==> src/rtl/mem_port_arbiter.sv <==
`default_nettype none
// ============================================================================
//  Module      : mem_port_arbiter
//  Description : Shares one single-port word memory between instruction
//                fetch (0), load/store (1) and the debug loader (2). Fixed
//                priority 1 > 0 > 2 with starvation aging, read-return
//                tagging, and an exclusive loader mode that drains reads
//                before locking the processor out.
//  Revision    : 1.0 - initial release
// ============================================================================
module mem_port_arbiter #(
    parameter int ADDR_W   = 8,
    parameter int DATA_W   = 32,
    parameter int READ_LAT = 1,
    parameter int MAX_WAIT = 3
) (
    input  logic                    clk,
    input  logic                    reset,
    input  logic [2:0]              req,
    input  logic [2:0]              req_we,
    input  logic [3*ADDR_W-1:0]     req_addr,
    input  logic [3*DATA_W/8-1:0]   req_be,
    input  logic [3*DATA_W-1:0]     req_wdata,
    output logic [2:0]              gnt,
    output logic [2:0]              rvalid,
    output logic [DATA_W-1:0]       rdata,
    input  logic                    excl_req,
    output logic                    excl_ack,
    output logic [ADDR_W-1:0]       mem_addr,
    output logic [DATA_W/8-1:0]     mem_be,
    output logic                    mem_we,
    output logic [DATA_W-1:0]       mem_wdata,
    input  logic [DATA_W-1:0]       mem_rdata
);

    localparam int         c_be_w     = DATA_W / 8;
    localparam logic [3:0] c_max_wait = 4'(MAX_WAIT);
    localparam logic [3:0] c_wait_sat = 4'hF;

    typedef enum logic [1:0] {
        ST_ARB   = 2'd0,
        ST_DRAIN = 2'd1,
        ST_EXCL  = 2'd2
    } state_t;

    state_t                    r_state;
    logic                      r_excl_ack;
    logic [2:0][3:0]           r_wait_cnt;
    logic [READ_LAT-1:0][2:0]  r_tag_pipe;
    logic [2:0]                r_rvalid;
    logic [DATA_W-1:0]         r_rdata;

    logic [2:0]                w_starved;
    logic [2:0]                w_cand;
    logic [2:0]                w_gnt;
    logic [2:0]                w_rd_tag;
    logic                      w_pipe_empty;

    // A requester is starved once it has been denied MAX_WAIT cycles in a row
    genvar gi;
    generate
        for (gi = 0; gi < 3; gi++) begin : g_starved
            assign w_starved[gi] = req[gi] && (r_wait_cnt[gi] >= c_max_wait);
        end
    endgenerate

    // Pick the winner: starved requesters first, base priority 1 > 0 > 2
    always_comb begin
        w_cand = (|w_starved) ? w_starved : req;
        w_gnt  = 3'b000;
        if (!reset) begin
            case (r_state)
                ST_ARB: begin
                    if (w_cand[1])      w_gnt = 3'b010;
                    else if (w_cand[0]) w_gnt = 3'b001;
                    else if (w_cand[2]) w_gnt = 3'b100;
                end
                ST_EXCL: w_gnt = {req[2], 2'b00};
                default: w_gnt = 3'b000;
            endcase
        end
    end

    assign gnt          = w_gnt;
    assign w_rd_tag     = w_gnt & ~req_we;
    assign w_pipe_empty = (r_tag_pipe == '0);

    // Route the winning requester onto the memory port; idle port is all zero
    always_comb begin
        mem_addr  = '0;
        mem_be    = '0;
        mem_we    = 1'b0;
        mem_wdata = '0;
        for (int i = 0; i < 3; i++) begin
            if (w_gnt[i]) begin
                mem_addr  = req_addr[i*ADDR_W +: ADDR_W];
                mem_be    = req_be[i*c_be_w +: c_be_w];
                mem_we    = req_we[i];
                mem_wdata = req_wdata[i*DATA_W +: DATA_W];
            end
        end
    end

    // Aging counters; the processor ports are frozen while the loader owns memory
    always_ff @(posedge clk or posedge reset) begin
        if (reset) begin
            r_wait_cnt <= '0;
        end else begin
            for (int i = 0; i < 3; i++) begin
                if (r_state == ST_EXCL && i != 2) begin
                    r_wait_cnt[i] <= r_wait_cnt[i];
                end else if (req[i] && !w_gnt[i]) begin
                    if (r_wait_cnt[i] != c_wait_sat) begin
                        r_wait_cnt[i] <= r_wait_cnt[i] + 4'd1;
                    end
                end else begin
                    r_wait_cnt[i] <= 4'd0;
                end
            end
        end
    end

    // Read tags travel alongside the memory latency; writes insert an empty slot
    always_ff @(posedge clk or posedge reset) begin
        if (reset) begin
            r_tag_pipe <= '0;
        end else begin
            r_tag_pipe[0] <= w_rd_tag;
            for (int k = 1; k < READ_LAT; k++) begin
                r_tag_pipe[k] <= r_tag_pipe[k-1];
            end
        end
    end

    // Register the returning beat together with the owner's tag
    always_ff @(posedge clk or posedge reset) begin
        if (reset) begin
            r_rvalid <= '0;
            r_rdata  <= '0;
        end else begin
            r_rvalid <= r_tag_pipe[READ_LAT-1];
            if (|r_tag_pipe[READ_LAT-1]) begin
                r_rdata <= mem_rdata;
            end
        end
    end

    assign rvalid = r_rvalid;
    assign rdata  = r_rdata;

    // Ownership FSM: enter exclusive mode only once no read is in flight
    always_ff @(posedge clk or posedge reset) begin
        if (reset) begin
            r_state    <= ST_ARB;
            r_excl_ack <= 1'b0;
        end else begin
            case (r_state)
                ST_ARB: begin
                    if (excl_req) begin
                        r_state <= ST_DRAIN;
                    end
                end
                ST_DRAIN: begin
                    if (!excl_req) begin
                        r_state <= ST_ARB;
                    end else if (w_pipe_empty) begin
                        r_state    <= ST_EXCL;
                        r_excl_ack <= 1'b1;
                    end
                end
                ST_EXCL: begin
                    if (!excl_req) begin
                        r_state    <= ST_ARB;
                        r_excl_ack <= 1'b0;
                    end
                end
                default: begin
                    r_state    <= ST_ARB;
                    r_excl_ack <= 1'b0;
                end
            endcase
        end
    end

    assign excl_ack = r_excl_ack;

endmodule
`default_nettype wire

==> config.mk <==
export PLATFORM = sky130hd
export DESIGN_NAME = mem_port_arbiter
export DESIGN_NICKNAME = d
export VERILOG_FILES = /design/src/rtl/mem_port_arbiter.sv
export SDC_FILE = /design/constraint.sdc
export NUM_CORES = 1
export LEC_CHECK = 0
export CORE_AREA = 2 2 101 103
export CTS_BUF_LIST = sky130_fd_sc_hd__clkbuf_8
export DETAILED_ROUTE_END_ITERATION = 10
export DIE_AREA = 0 0 103 105
export HOLD_SLACK_MARGIN = 0.05
export PLACE_DENSITY = 0.78
export SYNTH_ARGS = -nofsm -noshare
export SYNTH_HDL_FRONTEND = slang
export SYNTH_SLANG_ARGS = --single-unit
==> constraint.sdc <==
create_clock -name clk -period 2.6 [get_ports clk]
set_input_delay 0.39 -clock clk [delete_from_list [all_inputs] [get_ports clk]]
set_output_delay 0.39 -clock clk [all_outputs]
set_load 0.03 [all_outputs]
Word level (Yosys, flattened, before mapping)
Cells that the tools add are included.
Widths: inputs -> output; s select.

operators by class
  reduce and logical (&&, ||, !) cells = 17
  $lt $le $gt $ge = 3
  equal/unequal tests = 13
  add/subtract/negate cells = 3
  muxes and demuxes = 33
  bitwise gates (word level) = 4

operators with widths
  operator             count
  $mux 32              3
  $mux 4               9
  $mux 8               3
  $mux 3               5
  $add 4x1->4 const B  3
  $ge 4x2->1 const B   3
  $ne 4x4->1 const B   3
  $mux 2               4
  $ne 2x2->1 const B   4
  $logic_and 1x1->1    6
  $mux 1               6
  $ne 2x1->1 const B   3
  $pmux 2 s3           1
  $pmux 3 s2           1
  $reduce_or 3->1      2
  $reduce_and 2->1     2
  $reduce_and 4->1     1
  $and 3x3->3          1
  $logic_not 1->1      3
  $logic_not 3->1      1
  $ne 3x3->1 const B   1
  $not 3->3            1
  $pmux 1 s3           1
  $reduce_and 3->1     1
  other kinds (4)      5

word-level totals
  output and inout port bits = 84
  bits of input ports = 173
  register bits = 53
  logic and storage cells = 81

Logic depth before layout (Yosys ltp)
  word-level depth = 13
  gate-level depth with buffers = 8
  depth with buffers taken out = 7

Worst setup path before layout
Ideal clock, no wire load.

  path type = reg2out
  start point = register r_wait_cnt[8] (netlist bit)
  end point = output port mem_addr[0]
  path buffers = 1
  cell stages (with the launch flop) = 9
  arrival time = 2.064 ns
  required time = 2.210 ns
  setup slack = 0.146 ns
  cell sequence = dfrtp_1 > ha_1 > o31a_1 > o211a_1 > o211ai_4 > inv_4 > buf_6 > a222oi_1 > inv_1

between the ends
  elaborated cells between the ends (all ways) = 12
  those cells by class = order compare: 1; mux: 9; reduce/logical: 2

RTL lines
  item                              RTL line  text
  start: declaration                48        logic [2:0][3:0] r_wait_cnt;
  start signal: indexed assignment  111       r_wait_cnt[i] <= r_wait_cnt[i];
  start signal: indexed assignment  114       r_wait_cnt[i] <= r_wait_cnt[i] + 4'd1;
  $ge 4x2->1 (*)                    63        assign w_starved[gi] = req[gi] && (r_wait_cnt[gi] >= c_max_wait);
  $logic_and 1x1->1 (*)             63
  $reduce_or 3->1                   69        w_cand = (|w_starved) ? w_starved : req;
  $mux 3 (*)                        69
  $mux 3                            76        else if (w_cand[2]) w_gnt = 3'b100;
  $mux 3                            75        else if (w_cand[0]) w_gnt = 3'b001;
  $mux 3 (*)                        74        if (w_cand[1]) w_gnt = 3'b010;
  $pmux 3 s2 (*)                    72        case (r_state)
  $mux 3 (*)                        71        if (!reset) begin
  via gnt[2]                        24        output logic [2:0] gnt,
  $mux 8 (*)                        95        if (w_gnt[i]) begin
  end: declaration                  29        output logic [ADDR_W-1:0] mem_addr,

Mark *: on every way through the listed nets, which the timed path passes. The rest lies on a longest branch.

Worst setup path after layout
  start point = register r_wait_cnt[8] (netlist bit)
  end point = output port mem_addr[1]

between the ends
  word-level cells in the longest chain between the ends = 11
  elaborated cells between the ends (all ways) = 12
  those cells by class = order compare: 1; mux: 9; reduce/logical: 2

RTL lines
  item                   RTL line
  $ge 4x2->1 (*)         63
  $logic_and 1x1->1 (*)  63
  $reduce_or 3->1        69
  $mux 3 (*)             69
  $mux 3                 75
  $mux 3 (*)             74
  $pmux 3 s2 (*)         72
  $mux 3 (*)             71
  $mux 8 (2 in series)   95
  $mux 8 (*)             95

Every way passes the cells marked *; elsewhere a longest branch is shown, timed or not.

==> qor.csv <==
metric,value,unit
grt_overflow,0,
switchingPower,1.79,mW
status,"complete, but fails checks",
final-hold-violation-count,0,
synth_edf_count,0,
clk_latency,0.30,ns
final_common_cell,clkdlybuf4s50_1,
tightestPinTransition,0.671,ns
drv_cap,0,
min_period,2.98,ns
synthSimpleGateAreaFrac,7.49,%
synth_compound_area_share,22.2,%
end_kind,output pin,
critPathKind,reg2out,
relSlewSlack,55.2,%
p_seq_share,28.6,%
port_buffers,256,
hpwl,10300,um
crit_chain,"ha_2, o31a_1, o211a_1, o211ai_4, buf_12, buf_12, inv_12, a222oi_1, inv_1, buf_6",
ys_seq_area_share,45.1,%
grt_pass1_wl,19700,um
wl_per_cell,19.5,um
yosys_warnings,0,
violations,setup timing,
synth_flop_cell,dfrtp_1,
first_global_vias,3730,
worst-path-max-fanout,11,
synth.mux.area_fraction,13.3,%
switching_share,39.7,%
async_flop_share,100,%
rrSetupSlack,0.28,ns
powerDensity,727,nW/um^2
first_iter_violations,350,
fin_nets,732,
design_area,6220,um^2
ioPinCount,257,
firstDrtPassIters,5,
drt-total-wl,13500,um
die_w,103,um
start_util,30.5,%
holdWs,0.407,ns
p_int,2.73,mW
preCtsSetupSlack,-0.352,ns
setup_viol,45,
cts_root_buffer,clkbuf_8,
clk_pin_slew_worst_paths,0.09,ns
combPwrFrac,59.3,%
core-area,9640,um^2
drc,0,
syn_inst,282,
hold_path_class,reg2reg,
slowest_stage,dfrtp_1,
numCtsBuffers,5,
place_congestion,0.913,
clock_power_share,12.1,%
drive_above_1_share,23.2,%
grt_max_degree,45,
ant_nets,0,
period_share,115,%
clock_path_buffers,2,
antenna_cells,0,
ctsHtreeMaxLevel,2,
grt_usage,24.0,%
synth_area,2940,um^2
fin_skew,0.00285,ns
antenna_found_initial,0,
yosys.area_share.adder,1.28,%
timing.final.ws_setup,-0.378,ns
total_power,4.52,mW
worstPathArrival,2.59,ns
ys_ff_latch,53,
avgSynthCellArea,10.4,um^2
die_h,105,um
via_per_inst,5.17,
synth_cell_types,35,
cpMostUsedCell,buf_12,
areaGrowthSynthToFinish,112,%
power_leakage,2.86,nW
cts_tree,built,
synth_top_family_by_area,compound AO/OA/AOI/OAI gates,
slowest_delay,0.40,ns
slew_viol_final,0,
die_area,10800,um^2
dpl_cell_area,5800,um^2
syn-num-nets,458,
fp-row-count,36,
fin_tns_setup,-12.26,ns
ir_worst_vdd,355,uV
final_cell_mix,"clkdlybuf4s50_1 (207), dfrtp_1 (53), inv_1 (51), a222oi_1 (44)",
rsz0062_at_grt,yes,
start_kind,flop,
vias,3569,
required,2.21,ns
synth_xor_area_share,0.298,%
cts.sinks,53,
clock.fmax,336,MHz
==> metrics by stage <==
step,cells,util (%)
after detailed placement,671,60.2
after global placement,671,60.2
after CTS,684,62.9
after floorplan,282,-
final,690,64.5
after global routing,690,64.5
==> cell families after synthesis <==
| kind of cell | Yosys count |
|---|---|
| compound gates | 74 |
| xor+xnor | 1 |
| fa+ha+maj | 3 |
| buf+inv | 70 |
| flops | 53 |
| mux | 35 |
| simple gates | 46 |
==> worst paths after layout <==
path,end,depth (start not counted),from
worst max-delay path,mem_addr[1],10,r_wait_cnt[8]
worst min-delay path,rvalid[0],0,r_tag_pipe[0]
worst max register to register,r_wait_cnt[1],8,r_wait_cnt[0]
worst min register to register,rvalid[0],0,r_tag_pipe[0]
max in group asynchronous,rdata[30],3,reset
min in group asynchronous,r_state[0],2,reset
==> critical path: cells and delay by family (launching register included) <==
family	cells	cell delay (ns)
buffers and inverters	5	0.58
DFF	1	0.40
adders and majority gates	1	0.20
AOI/OAI and AO/OA	4	1.09
==> sequential cells by signal, indices dropped and copies added (netlist names) <==
register and flops:
rdata 32, r_wait_cnt 12, excl_ack 1, rvalid 3, r_state 2, r_tag_pipe 3
==> layout make-up <==
| type | instances | area (um^2) |
|---|---|---|
| fill | 774 | 3420 |
| inverter | 53 | 206 |
| timing repair buffer | 281 | 3000 |
| clock inverter | 3 | 42.5 |
| multi-input combinational | 159 | 1370 |
| tap | 133 | 166 |
| clock buffer | 5 | 68.8 |
| timing repair inverter | 3 | 36.3 |
| sequential | 53 | 1330 |
==> repair_timing <==
item                       4_1_cts  5_1_grt
hold buffers                     0        0
pin swaps                        8       10
setup endpoints to repair       46       46
gates resized for setup         27       27
cloned                           2        1
buffers inserted                 4        5
==> power groups by stage <==
stage                     Combinational, mW  Clock, mW  Sequential, mW
after floorplan                       0.783          0            1.82
after global placement                 2.55          0            1.28
after detailed placement               2.58          0            1.31
after CTS                              2.64      0.564            1.29
after global routing                   2.83      0.597            1.33
final                                  2.68      0.547            1.29
==> metal layers <==
layer | track usage, % | part of all wire [%]
met5 | 0 | 0
met4 | 8.65 | 2.5
met3 | 8.36 | 11
met2 | 40.4 | 49
met1 | 27.7 | 38
==> cells in the mapped netlist (all sizes together) (5+ instances only) <==
master  count  share of area, %
mux2       32                12
nand3       7               1.4
nor2       16               2.0
nand2       9               1.1
o21ai       5              0.85
a31oi       5               1.1
dfrtp      53                45
inv        53               6.9
a222oi     44                15
nor3        5              0.85
a21oi       6               1.0
buf        14               3.1
Note: power is estimated with default switching activity, not from simulation.
